**src/rtl/sdram_pkg.sv**
```systemverilog
// Shared definitions for the SDRAM controller scheduler: FSM state encoding,
// SDRAM command words {cs_n,ras_n,cas_n,we_n} and the default refresh interval.
// No logic; imported by sdram_arbiter and sdram_ref_timer.
package sdram_pkg;

    // Scheduler states; the numeric values are fixed so the encoding can be
    // read directly off a waveform.
    typedef enum logic [2:0] {
        ST_INIT  = 3'd0,
        ST_IDLE  = 3'd1,
        ST_AREF  = 3'd2,
        ST_WRITE = 3'd3,
        ST_READ  = 3'd4
    } arb_state_t;

    // SDRAM commands as {cs_n, ras_n, cas_n, we_n}.
    localparam logic [3:0] CMD_NOP       = 4'b0111;
    localparam logic [3:0] CMD_PRECHARGE = 4'b0010;
    localparam logic [3:0] CMD_AREF      = 4'b0001;
    localparam logic [3:0] CMD_ACTIVE    = 4'b0011;
    localparam logic [3:0] CMD_WRITE     = 4'b0100;
    localparam logic [3:0] CMD_READ      = 4'b0101;
    localparam logic [3:0] CMD_MRS       = 4'b0000;

    // clk_ref cycles between auto-refresh requests (7.5 us at 100 MHz).
    localparam int unsigned REF_CYCLES_DEF = 750;

endpackage : sdram_pkg

```
**src/rtl/sdram_ref_timer.sv**
```systemverilog
// Periodic auto-refresh request generator with sticky overrun detection.
// Ports: clk_i/rst_ni clock and async active-low reset; en_i counts enable (init done);
//        ack_i refresh-start acknowledge; aref_req_o pending refresh; ref_overrun_o sticky error.
module sdram_ref_timer
    import sdram_pkg::*;
#(
    parameter int unsigned REF_CYCLES = REF_CYCLES_DEF
) (
    input  logic clk_i,
    input  logic rst_ni,
    input  logic en_i,
    input  logic ack_i,
    output logic aref_req_o,
    output logic ref_overrun_o
);

    localparam int unsigned CNT_W = (REF_CYCLES > 1) ? $clog2(REF_CYCLES) : 1;

    logic [CNT_W-1:0] cnt_q, cnt_d;
    logic             aref_req_q, aref_req_d;
    logic             overrun_q, overrun_d;
    logic             wrap;

    // Counter only advances once the device is initialised; it freezes
    // (does not clear) if the enable ever drops.
    assign wrap = en_i && (cnt_q == CNT_W'(REF_CYCLES - 1));

    always_comb begin
        cnt_d      = cnt_q;
        aref_req_d = aref_req_q;
        overrun_d  = overrun_q;
        if (en_i) begin
            cnt_d = wrap ? '0 : cnt_q + 1'b1;
        end
        // A fresh request outranks the acknowledge of the previous one, so a
        // wrap coinciding with the ack leaves exactly one request pending.
        if (wrap) begin
            aref_req_d = 1'b1;
        end else if (ack_i) begin
            aref_req_d = 1'b0;
        end
        // An interval elapsed with the previous refresh still unserved.
        if (wrap && aref_req_q && !ack_i) begin
            overrun_d = 1'b1;
        end
    end

    always_ff @(posedge clk_i or negedge rst_ni) begin
        if (!rst_ni) begin
            cnt_q      <= '0;
            aref_req_q <= 1'b0;
            overrun_q  <= 1'b0;
        end else begin
            cnt_q      <= cnt_d;
            aref_req_q <= aref_req_d;
            overrun_q  <= overrun_d;
        end
    end

    assign aref_req_o    = aref_req_q;
    assign ref_overrun_o = overrun_q;

endmodule : sdram_ref_timer

```
**src/rtl/sdram_arbiter.sv**
```systemverilog
// Central SDRAM scheduler: arbitrates init/refresh/write/read engines and muxes the active bus.
// Ports: clk_ref/rst_n; per-engine *_cmd/_ba/_addr buses and *_end done strobes; wr_req/rd_req
//        levels in; aref_en/wr_en/rd_en start pulses, muxed sdram_* pins and ref_overrun out.
module sdram_arbiter
    import sdram_pkg::*;
#(
    parameter int unsigned REF_CYCLES = REF_CYCLES_DEF,
    parameter int unsigned ADDR_W     = 13,
    parameter int unsigned BA_W       = 2
) (
    input  logic              clk_ref,
    input  logic              rst_n,
    input  logic              init_end,
    input  logic [3:0]        init_cmd,
    input  logic [BA_W-1:0]   init_ba,
    input  logic [ADDR_W-1:0] init_addr,
    input  logic              aref_end,
    input  logic [3:0]        aref_cmd,
    input  logic [BA_W-1:0]   aref_ba,
    input  logic [ADDR_W-1:0] aref_addr,
    input  logic              wr_req,
    input  logic              wr_end,
    input  logic [3:0]        wr_cmd,
    input  logic [BA_W-1:0]   wr_ba,
    input  logic [ADDR_W-1:0] wr_addr,
    input  logic              wr_dq_oe,
    input  logic              rd_req,
    input  logic              rd_end,
    input  logic [3:0]        rd_cmd,
    input  logic [BA_W-1:0]   rd_ba,
    input  logic [ADDR_W-1:0] rd_addr,
    output logic              aref_en,
    output logic              wr_en,
    output logic              rd_en,
    output logic [3:0]        sdram_cmd,
    output logic [BA_W-1:0]   sdram_ba,
    output logic [ADDR_W-1:0] sdram_addr,
    output logic              sdram_dq_oe,
    output logic              ref_overrun
);

    arb_state_t state_q, state_d;
    logic       aref_en_q, aref_en_d;
    logic       wr_en_q, wr_en_d;
    logic       rd_en_q, rd_en_d;
    logic       aref_req;

    // The registered aref_en is the acknowledge: the pending request clears
    // at the end of the first AREF cycle.
    sdram_ref_timer #(
        .REF_CYCLES (REF_CYCLES)
    ) u_ref_timer (
        .clk_i         (clk_ref),
        .rst_ni        (rst_n),
        .en_i          (init_end),
        .ack_i         (aref_en_q),
        .aref_req_o    (aref_req),
        .ref_overrun_o (ref_overrun)
    );

    // Next state and start pulses. Nothing moves while init_end is low, which
    // also covers the unexpected case of init_end dropping after init.
    always_comb begin
        state_d   = state_q;
        aref_en_d = 1'b0;
        wr_en_d   = 1'b0;
        rd_en_d   = 1'b0;
        if (init_end) begin
            case (state_q)
                ST_INIT: state_d = ST_IDLE;
                ST_IDLE: begin
                    if (aref_req) begin
                        state_d   = ST_AREF;
                        aref_en_d = 1'b1;
                    end else if (wr_req) begin
                        state_d = ST_WRITE;
                        wr_en_d = 1'b1;
                    end else if (rd_req) begin
                        state_d = ST_READ;
                        rd_en_d = 1'b1;
                    end
                end
                // Bursts run to completion; only the matching end strobe counts.
                ST_AREF:  if (aref_end) state_d = ST_IDLE;
                ST_WRITE: if (wr_end)   state_d = ST_IDLE;
                ST_READ:  if (rd_end)   state_d = ST_IDLE;
                default:  state_d = ST_INIT;
            endcase
        end
    end

    always_ff @(posedge clk_ref or negedge rst_n) begin
        if (!rst_n) begin
            state_q   <= ST_INIT;
            aref_en_q <= 1'b0;
            wr_en_q   <= 1'b0;
            rd_en_q   <= 1'b0;
        end else begin
            state_q   <= state_d;
            aref_en_q <= aref_en_d;
            wr_en_q   <= wr_en_d;
            rd_en_q   <= rd_en_d;
        end
    end

    assign aref_en = aref_en_q;
    assign wr_en   = wr_en_q;
    assign rd_en   = rd_en_q;

    // Pin mux off the registered state; IDLE and any illegal state drive NOP.
    always_comb begin
        sdram_cmd   = CMD_NOP;
        sdram_ba    = '0;
        sdram_addr  = '0;
        sdram_dq_oe = 1'b0;
        case (state_q)
            ST_INIT: begin
                sdram_cmd  = init_cmd;
                sdram_ba   = init_ba;
                sdram_addr = init_addr;
            end
            ST_AREF: begin
                sdram_cmd  = aref_cmd;
                sdram_ba   = aref_ba;
                sdram_addr = aref_addr;
            end
            ST_WRITE: begin
                sdram_cmd   = wr_cmd;
                sdram_ba    = wr_ba;
                sdram_addr  = wr_addr;
                sdram_dq_oe = wr_dq_oe;
            end
            ST_READ: begin
                sdram_cmd  = rd_cmd;
                sdram_ba   = rd_ba;
                sdram_addr = rd_addr;
            end
            default: ;
        endcase
    end

endmodule : sdram_arbiter

```
**config.mk**
```make
export PLATFORM = sky130hd
export DESIGN_NAME = sdram_arbiter
export DESIGN_NICKNAME = d
export VERILOG_FILES = /design/src/rtl/sdram_pkg.sv /design/src/rtl/sdram_ref_timer.sv /design/src/rtl/sdram_arbiter.sv
export SDC_FILE = /design/constraint.sdc
export NUM_CORES = 1
export LEC_CHECK = 0
export ABC_CLOCK_PERIOD_IN_PS = 5200
export BUFFER_PORTS_ARGS = -buffer_cell sky130_fd_sc_hd__buf_2
export CORE_MARGIN = 2
export CORE_UTILIZATION = 45
export DETAILED_ROUTE_END_ITERATION = 16
export PLACE_DENSITY = 0.87
export RECOVER_POWER = 50
export SYNTH_ARGS = -nofsm -noshare
export SYNTH_HDL_FRONTEND = slang
export SYNTH_SLANG_ARGS = --single-unit
```
**constraint.sdc**
```tcl
create_clock -name clk_ref -period 5.2 [get_ports clk_ref]
set_clock_uncertainty 0.05 [all_clocks]
set_input_delay 1.56 -clock clk_ref [delete_from_list [all_inputs] [get_ports clk_ref]]
set_output_delay 1.56 -clock clk_ref [all_outputs]
set_load 0.02 [all_outputs]
```
==> summary.md, run 1 <==
| Metric | Value |
|---|---|
| Critical R2R Capture | `u_ref_timer.cnt_q[1]` |
| Maximum vdd drop | `0.239 mV` |
| Net Sw Frac | `47.3%` |
| Worst setup SP type | `primary input` |
| CTS Buf Count | `3` |
| Mapped Area | `0.00156 mm^2` |
| Req. time, crit path | `3590 ps` |
| Hold_sp | `u_ref_timer.ref_overrun_o` |
| Die ar. | `0.00395 mm^2` |
| Async set or reset register ratio after synthesis | `100%` |
| First-pass GRT wire length | `7070 um` |
| Die width | `62.8 um` |
| Synth cell types | `46` |
| LEAKAGE | `1.09 nW` |
| Cts hold-fix bufs | `0` |
| CTS Buffer Depth | `2` |
| GRT Util Overall | `21.8%` |
| Via count | `1684` |
| Post-CTS Setup Bufs | `0` |
| Clk_lat worst skew | `300 ps` |
| # H-tree levels | `1` |
| Comb power frac | `64.3%` |
| Synth area leaders | `dfrtp_1 29%, a2bb2oi_1 11%, mux2i_1 10%` |
| Synthesized flop and latch total | `18` |
| Layout cells sized above 1 | `45.3%` |
| Hold Path Cell Cnt | `1` |
| Slew headroom | `37.2%` |
| Fin. max-slew vios | `0` |
| Final setup TNS | `0 ps` |
| TritonRoute pass-1 iters | `4` |
| PwrDens | `411 mW/mm^2` |
| Root buf cell | `clkbuf_4` |
| # diodes | `0` |
| Max cap viols | `0` |
| Crit path buf inv count | `2` |
| Worst setup margin | `1200 ps` |
| Arrival time of the worst setup path | `2390 ps` |
| Worst-path clk slew | `80 ps` |
| DR WL/cell | `13.9 um` |
| Syn Nets | `252` |
| Synth Flop Type | `dfrtp_1` |
| Final Non-Filler Cells | `311` |
| CP top delay family | `compound AO/OA/AOI/OAI gates` |
| CP endpoint kind | `output port` |
| Crit Path Max Fanout | `1` |
| Seq/Total Area, Yosys | `28.9%` |
| Most frequent cells in the layout | `106 x buf_2, 19 x a2bb2oi_1, 18 x dfrtp_1` |
| CP max stage cell | `mux2_1` |
| Final GP Congestion | `0.851` |
| Cell taking the most area after synthesis | `dfrtp_1` |
| Flop2flop setup slack | `3390 ps` |
| # setup viols final | `0` |
| Critical path class | `in -> out` |
| Port-buffer cells | `108` |
| Worst r2r src | `u_ref_timer.cnt_q[1]` |
| Pin count of the biggest net entering global routing | `28` |
| Die H | `62.8 um` |
| Tcrit/Tclk final | `76.9%` |
| Hold Path End | `u_ref_timer.ref_overrun_o` |
| Avg Cell Area, Syn | `9.44 um^2` |
| Max stage delay on crit path | `280 ps` |
| Routed vias/inst | `5.41` |
| Syn Inst Count | `165` |
| Synth warn | `0` |
| Power Internal | `0.000459 W` |
| Routed Antenna Nets | `0` |
| CP cell instances | `buf_2 -> mux2_1 -> a2bb2oi_1 -> o22a_1 -> buf_2` |
| Worst-Margin Slew | `942 ps` |
| Floorplan Core Area | `0.00334 mm^2` |
| Commonest non-fill, non-tap cell in the layout | `buf_2` |
| Drt drc | `0` |
| Clk pwr share | `7.8%` |
| Initial antenna violation count | `0` |
| Clk sinks | `18` |
| Synth top area share | `28.9%` |
| Hold WS | `417 ps` |
| Design Area, Final | `0.00212 mm^2` |
| Grt total ovfl | `0` |
| Area growth syn-to-layout | `36.0%` |
| FMAX | `250 MHz` |
| FP Rows | `21` |
| Final hold vios | `0` |
| Status | `complete, no violations` |
| Sequential power share | `27.9%` |
| DP Cell Count | `308` |
| Resized cells post-CTS | `0` |
| Half-perimeter wire length after placement | `3450 um` |
| WL final | `4310 um` |
| Crit path time final | `4000 ps` |
| Placed cell areas | `0.00211 mm^2` |
| Starting Density | `46.7%` |
| Number of global-route vias before repair | `1696` |
| Post-Place Worst Slack | `1200 ps` |
| FF-to-FF path depth | `5` |
| Crit path top cell by count | `buf_2` |
| EDFF count, synth | `0` |
| Final nets | `354` |
| CTS tree | `built` |
| RSZ-0062 raised after global routing | `no` |
| I/O pin cnt | `109` |
| Hold Crit Class | `reg -> reg` |
| Initial DRC count | `119` |
| Psw | `0.000412 W` |
-- routing by layer --
metal  global-route usage [%]  share of wire [%]
met5                        0                  0
met4                     8.61                2.5
met3                     6.31                8.2
met2                     41.0                 51
met1                     22.5                 38
-- power groups by stage --
| stage | Clock, W | Combinational (W) | Sequential, W |
|---|---|---|---|
| finish | 0.0000678 | 0.000560 | 0.000243 |
| global route | 0.0000768 | 0.000610 | 0.000252 |
| CTS | 0.0000682 | 0.000568 | 0.000243 |
| detailed placement | 0 | 0.000567 | 0.000245 |
| global placement | 0 | 0.000556 | 0.000243 |
| floorplan | 0 | 0.000446 | 0.000208 |
-- cell usage after synthesis, drive strengths merged (5+ instances only) --
library cell	count
nor2	6
buf	9
nand2	7
inv	5
mux2i	16
o2bb2ai	16
a2bb2oi	19
dfrtp	18
-- registers in the layout (all words and copies together), names as in the netlist --
name and count:
rd_en 1, u_ref_timer.aref_req_o 1, u_ref_timer.cnt_q 10, state_q 3, wr_en 1, aref_en 1, u_ref_timer.ref_overrun_o 1
-- worst max-delay path by stage --
stage	from	to	slack, ps	cells past startpoint
after floorplan	aref_cmd[0]	sdram_cmd[0]	1370	3
after global placement	aref_cmd[0]	sdram_cmd[0]	1210	5
after detailed placement	aref_cmd[0]	sdram_cmd[0]	1200	5
after CTS	aref_cmd[0]	sdram_cmd[0]	1200	5
after global routing	aref_cmd[0]	sdram_cmd[0]	1170	5
final	aref_cmd[0]	sdram_cmd[0]	1200	5
-- kinds of logic after synthesis --
| family | synth area share (%) |
|---|---|
| adder cells (fa/ha/maj) | 1.61 |
| flip-flops | 28.9 |
| AND/OR/NAND/NOR | 19.1 |
| buffers and inverters | 5.22 |
| multiplexers | 13.2 |
| XOR/XNOR | 1.12 |
| AO/OA/AOI/OAI | 30.8 |
-- per-stage QoR --
step / util [%] / total power (W)
floorplan: - / 0.000654
global placement: 63.2 / 0.000798
detailed placement: 63.2 / 0.000812
CTS: 63.9 / 0.000879
global route: 63.5 / 0.000939
finish: 63.5 / 0.000871
-- cell type report --
| cell class | count | area, um^2 |
|---|---|---|
| Clock buffer | 3 | 22.5 |
| Fill cell | 302 | 1220 |
| Inverter | 5 | 18.8 |
| Multi-Input combinational cell | 129 | 1020 |
| Sequential cell | 18 | 450 |
| Tap cell | 46 | 57.6 |
| Timing Repair Buffer | 110 | 553 |
Note: power is estimated with default switching activity, not from simulation.
==> inputs of run 2 (changes only) <==
--- a/config.mk
+++ b/config.mk
@@ -5,12 +5,12 @@
 export SDC_FILE = /design/constraint.sdc
 export NUM_CORES = 1
 export LEC_CHECK = 0
-export ABC_CLOCK_PERIOD_IN_PS = 5200
+export ABC_CLOCK_PERIOD_IN_PS = 4000
 export BUFFER_PORTS_ARGS = -buffer_cell sky130_fd_sc_hd__buf_2
 export CORE_MARGIN = 2
-export CORE_UTILIZATION = 45
+export CORE_UTILIZATION = 41
 export DETAILED_ROUTE_END_ITERATION = 16
-export PLACE_DENSITY = 0.87
+export PLACE_DENSITY = 0.8
 export RECOVER_POWER = 50
 export SYNTH_ARGS = -nofsm -noshare
 export SYNTH_HDL_FRONTEND = slang
==> constraint.sdc (replaced) <==
create_clock -name clk_ref -period 4 [get_ports clk_ref]
set_clock_uncertainty 0.05 [all_clocks]
set_input_delay 1.2 -clock clk_ref [delete_from_list [all_inputs] [get_ports clk_ref]]
set_output_delay 1.2 -clock clk_ref [all_outputs]
set_load 0.02 [all_outputs]
==> run 2 against run 1 <==
Global-route usage down 0.65 points. Die area up 9.1%. Final cell count up 1.3%. Clock power up 120%. Worst setup slack worse by 540 ps. Critical path type unchanged. Largest cell class unchanged. Largest power group unchanged.
==> summary.md, run 2 (same netlist as run 1, synthesis figures left out) <==
| Metric | Value |
|---|---|
| Status | `complete, no violations` |
| Die width | `65.6 um` |
| PwrDens | `555 mW/mm^2` |
| Flop2flop setup slack | `2370 ps` |
| Final Non-Filler Cells | `315` |
| Grt total ovfl | `0` |
| Worst-Margin Slew | `1110 ps` |
| Top Registers | `u_ref_timer.cnt_q (10), state_q (3)` |
| Layout cells sized above 1 | `45.7%` |
| Initial antenna violation count | `0` |
| FF-to-FF path depth | `5` |
| Maximum vdd drop | `0.320 mV` |
| Clk_lat worst skew | `260 ps` |
| Die ar. | `0.00431 mm^2` |
| Psw | `0.000546 W` |
| Global Route met2 Usage | `40.0%` |
| Critical path class | `in -> out` |
| GRT Max-Usage Layer | `met2` |
| Worst-path clk slew | `70 ps` |
| Slew headroom | `25.6%` |
| Arrival time of the worst setup path | `2090 ps` |
| Worst r2r src | `u_ref_timer.cnt_q[1]` |
| Root buf cell | `clkbuf_8` |
| Final GP Congestion | `0.815` |
| Port-buffer cells | `108` |
| Worst setup SP type | `primary input` |
| CTS Buffer Depth | `2` |
| Comb power frac | `64.7%` |
| Initial DRC count | `79` |
| Hold Crit Class | `reg -> reg` |
| Resized cells post-CTS | `0` |
| Hold_sp | `u_ref_timer.ref_overrun_o` |
| Area growth syn-to-layout | `39.0%` |
| Cts hold-fix bufs | `0` |
| LEAKAGE | `1.10 nW` |
| Drt drc | `0` |
| Routed Antenna Nets | `0` |
| Commonest non-fill, non-tap cell in the layout | `buf_2` |
| DP Cell Count | `311` |
| Met1 GRT Util | `21.8%` |
| GRT Util Overall | `21.1%` |
| Max reg flops | `10` |
| Routed vias/inst | `5.44` |
| Half-perimeter wire length after placement | `3630 um` |
| # diodes | `0` |
| # setup viols final | `0` |
| Die H | `65.6 um` |
| Most flops, register | `u_ref_timer.cnt_q` |
| FP Rows | `22` |
| Clk sinks | `18` |
| # H-tree levels | `1` |
| Post-CTS Setup Bufs | `0` |
| Final hold vios | `0` |
| Starting Density | `42.5%` |
| Tcrit/Tclk final | `83.5%` |
| CTS Buf Count | `3` |
| Final nets | `355` |
| I/O pin cnt | `109` |
| Final setup TNS | `0 ps` |
| CTS tree | `built` |
| Hold Path End | `u_ref_timer.ref_overrun_o` |
| Sequential power share | `22.9%` |
| Power Internal | `0.000656 W` |
| Pin count of the biggest net entering global routing | `27` |
| WL final | `4420 um` |
| Fin. max-slew vios | `0` |
| Clk pwr share | `12.4%` |
| Max cap viols | `0` |
| Net Sw Frac | `45.4%` |
| Floorplan Core Area | `0.00366 mm^2` |
| Hold Path Cell Cnt | `1` |
| Via count | `1714` |
| RSZ-0062 raised after global routing | `no` |
| DR WL/cell | `14.0 um` |
| Total power | `0.00120 W` |
| FMAX | `299 MHz` |
| GR Layer Usage met3 | `5.14%` |
| Post-Place Worst Slack | `659 ps` |
| Req. time, crit path | `2750 ps` |
| First-pass GRT wire length | `7150 um` |
| Number of global-route vias before repair | `1734` |
| Most frequent cells in the layout | `105 x buf_2, 19 x a2bb2oi_1, 18 x dfrtp_1` |
| Critical R2R Capture | `u_ref_timer.cnt_q[3]` |
| CP endpoint kind | `output port` |
| TritonRoute pass-1 iters | `4` |
| Crit Path Max Fanout | `1` |
| Worst setup margin | `661 ps` |
| Crit path time final | `3340 ps` |
run 2: worst max-delay path, stage by stage:
cell       delay (ps)
buf_2             100
mux2_1            290
a2bb2oi_1         130
o22a_1            220
buf_2             160
run 2: area by class of cell:
type | instances | area (um^2)
inverters | 5 | 18.8
multi-input cells | 129 | 1020
fillers | 320 | 1500
clock buffers | 4 | 55.1
well taps | 48 | 60.1
flip-flops and latches | 18 | 450
repair buffers | 111 | 559
run 2: power by group through the flow:
stage,sequential [W],clock [W],combinational (W)
after global routing,0.000282,0.000159,0.000851
after detailed placement,0.000278,0,0.000784
after floorplan,0.000270,0,0.000580
final,0.000275,0.000149,0.000778
after global placement,0.000277,0,0.000771
after CTS,0.000275,0.000152,0.000787
run 2: metrics by stage:
| stage | cell area, um^2 | util (%) | hold slack (ps) |
|---|---|---|---|
| 6_report | 2160 | 59.1 | 416 |
| 3_5_place_dp | 2120 | 57.9 | 404 |
| 3_3_place_gp | 2120 | 57.9 | 398 |
| 5_1_grt | 2160 | 59.1 | 450 |
| 4_1_cts | 2170 | 59.4 | 419 |
| 2_1_floorplan | 1560 | - | 406 |
run 2: metal layers:
metal,vias up,share of wire [%]
met1,785,39
met3,11,7.4
met4,0,2.7
met5,-,0
li1,851,-
met2,67,51
run 2: how the worst max path moves through the flow:
stage | startpoint | endpoint | slack, ps | depth (start not counted)
after CTS | state_q[1] | sdram_ba[1] | 610 | 4
after detailed placement | aref_cmd[0] | sdram_cmd[0] | 660 | 5
after global placement | aref_cmd[0] | sdram_cmd[0] | 700 | 5
final | aref_cmd[0] | sdram_cmd[0] | 660 | 5
after global routing | state_q[1] | sdram_addr[10] | 410 | 4
after floorplan | aref_cmd[0] | sdram_cmd[0] | 890 | 3
==> inputs of run 3 (changes only) <==
--- a/config.mk
+++ b/config.mk
@@ -5,12 +5,12 @@
 export SDC_FILE = /design/constraint.sdc
 export NUM_CORES = 1
 export LEC_CHECK = 0
-export ABC_CLOCK_PERIOD_IN_PS = 4000
+export ABC_CLOCK_PERIOD_IN_PS = 2750
 export BUFFER_PORTS_ARGS = -buffer_cell sky130_fd_sc_hd__buf_2
 export CORE_MARGIN = 2
-export CORE_UTILIZATION = 41
+export CORE_UTILIZATION = 37
 export DETAILED_ROUTE_END_ITERATION = 16
-export PLACE_DENSITY = 0.8
+export PLACE_DENSITY = 0.76
 export RECOVER_POWER = 50
 export SYNTH_ARGS = -nofsm -noshare
 export SYNTH_HDL_FRONTEND = slang
==> constraint.sdc (replaced) <==
create_clock -name clk_ref -period 2.75 [get_ports clk_ref]
set_clock_uncertainty 0.05 [all_clocks]
set_input_delay 0.825 -clock clk_ref [delete_from_list [all_inputs] [get_ports clk_ref]]
set_output_delay 0.825 -clock clk_ref [all_outputs]
set_load 0.02 [all_outputs]
==> run 3 against run 2 <==
Wire length increased by 1.7%. Worst setup slack got worse by 520 ps. Count of clock-buffer cells in the layout unchanged. Utilization decreased by 4.7 points. Global-route usage decreased by 2.0 points. Non-clock buffer count increased by 3. Clock power increased by 42%. Critical path depth decreased by 1. Largest cell class unchanged. Highest routed layer unchanged.
==> summary.md, run 3 (same netlist as run 1, synthesis figures left out) <==
| Metric | Value |
|---|---|
| Status | `complete, no violations` |
| Starting Density | `38.7%` |
| PwrDens | `807 mW/mm^2` |
| Die ar. | `0.00475 mm^2` |
| Crit path time final | `2610 ps` |
| Sequential power share | `24.5%` |
| RSZ-0062 raised after global routing | `no` |
| Final nets | `358` |
| Crit Path Max Fanout | `16` |
| Hold Crit Class | `reg -> reg` |
| FF-to-FF path depth | `5` |
| GRT Util Overall | `19.2%` |
| Most frequent cells in the layout | `105 x buf_2, 19 x a2bb2oi_1, 17 x dfrtp_1` |
| Final setup TNS | `0 ps` |
| DR WL/cell | `14.0 um` |
| Post-layout util | `54.4%` |
| Most flops, register | `u_ref_timer.cnt_q` |
| Psw | `0.000795 W` |
| Initial antenna violation count | `0` |
| Worst-Margin Slew | `950 ps` |
| Tcrit/Tclk final | `94.8%` |
| Fin. max-slew vios | `0` |
| Net Sw Frac | `44.9%` |
| Clk pwr share | `12.0%` |
| TritonRoute pass-1 iters | `4` |
| Worst setup SP type | `register` |
| CP endpoint kind | `output port` |
| First-pass GRT wire length | `6990 um` |
| Routed Antenna Nets | `0` |
| CTS Buf Count | `3` |
| # diodes | `0` |
| CTS tree | `built` |
| Floorplan Core Area | `0.00403 mm^2` |
| Area of the multi-input gates | `0.00102 mm^2` |
| Cts hold-fix bufs | `0` |
| Via count | `1717` |
| Grt total ovfl | `0` |
| # H-tree levels | `1` |
| LEAKAGE | `1.12 nW` |
| Area growth syn-to-layout | `40.6%` |
| Max reg flops | `10` |
| WL final | `4490 um` |
| Number of global-route vias before repair | `1632` |
| Drt drc | `0` |
| Final hold vios | `0` |
| Die width | `68.9 um` |
| Port-buffer cells | `108` |
| Die H | `68.9 um` |
| Arrival time of the worst setup path | `1730 ps` |
| Pin count of the biggest net entering global routing | `22` |
| Comb power frac | `63.5%` |
| # setup viols final | `0` |
| Fillers | `357` |
| Routed vias/inst | `5.37` |
| Half-perimeter wire length after placement | `3580 um` |
| Register Area | `452 um^2` |
| Slew headroom | `36.7%` |
| Top Registers | `u_ref_timer.cnt_q (10), state_q (3)` |
| Worst-path clk slew | `70 ps` |
| Maximum vdd drop | `0.474 mV` |
| Initial DRC count | `88` |
| FP Rows | `23` |
| Clk_lat worst skew | `250 ps` |
| Final GP Congestion | `0.772` |
| Commonest non-fill, non-tap cell in the layout | `buf_2` |
| Req. time, crit path | `1880 ps` |
| Hold Path Cell Cnt | `1` |
| I/O pin cnt | `109` |
| Root buf cell | `clkbuf_8` |
| Power Internal | `0.000974 W` |
| Clk sinks | `18` |
| FMAX | `384 MHz` |
| Max cap viols | `0` |
| Critical path class | `reg -> out` |
| CTS Buffer Depth | `2` |
| Layout cells sized above 1 | `46.7%` |
-- run 3: changes by cell type in the layout (fill, tap and decap cells not counted) --
cell     previous run  this run
buf_4               3         6
dfrtp_1            18        17
dfrtp_2             0         1
-- run 3: worst max-delay path: stages, from the launching register on --
cell and delay [ps]:
dfrtp_1 500, nand2b_1 280, nor2_4 350, o2bb2ai_1 160, buf_2 180
-- run 3: path summary, 6_finish.rpt --
check	start	to	slack, ps
max	state_q[2]	sdram_addr[4]	140
min	u_ref_timer.ref_overrun_o	u_ref_timer.ref_overrun_o	430
max reg2reg	u_ref_timer.cnt_q[1]	u_ref_timer.cnt_q[3]	1090
min reg2reg	u_ref_timer.ref_overrun_o	u_ref_timer.ref_overrun_o	430
max in group asynchronous	rst_n	state_q[1]	1360
min in group asynchronous	rst_n	u_ref_timer.cnt_q[2]	640
-- run 3: power by group through the flow --
stage / registers, W / logic, W / clock network (W)
final: 0.000433 / 0.00112 / 0.000212
after global routing: 0.000447 / 0.00123 / 0.000227
after CTS: 0.000434 / 0.00113 / 0.000219
after detailed placement: 0.000437 / 0.00112 / 0
after global placement: 0.000434 / 0.00112 / 0
after floorplan: 0.000393 / 0.000844 / 0
-- run 3: metrics by stage --
step / instances / hold slack (ps) / setup WS, ps / area, um^2 / power, W
detailed placement: 316 / 400 / 220 / 2140 / 0.00156
finish: 320 / 428 / 143 / 2190 / 0.00177
global placement: 316 / 400 / 208 / 2140 / 0.00155
CTS: 320 / 425 / 56.3 / 2200 / 0.00178
global route: 320 / 462 / 7.08 / 2190 / 0.00190
floorplan: 165 / 406 / 395 / 1560 / 0.00124
-- run 3: layer usage --
layer	up-vias	GRT usage [%]	wire (um)
met5	-	0	0
met4	0	5.88	45
met3	4	4.22	358
met2	73	34.7	2290
met1	787	22.4	1800
li1	853	-	-
-- run 3: cell type report --
cell class	count	area share [%]
Inverter	5	0.857
Multi-Input combinational cell	129	46.6
Clock buffer	4	2.51
Sequential cell	18	20.6
Timing Repair Buffer	114	26.6
Tap cell	50	2.86
-- run 3: what timing repair did --
action | in CTS | in global routing
buffers inserted | 0 | 0
gates resized for setup | 0 | 1
setup endpoints to repair | 0 | 15
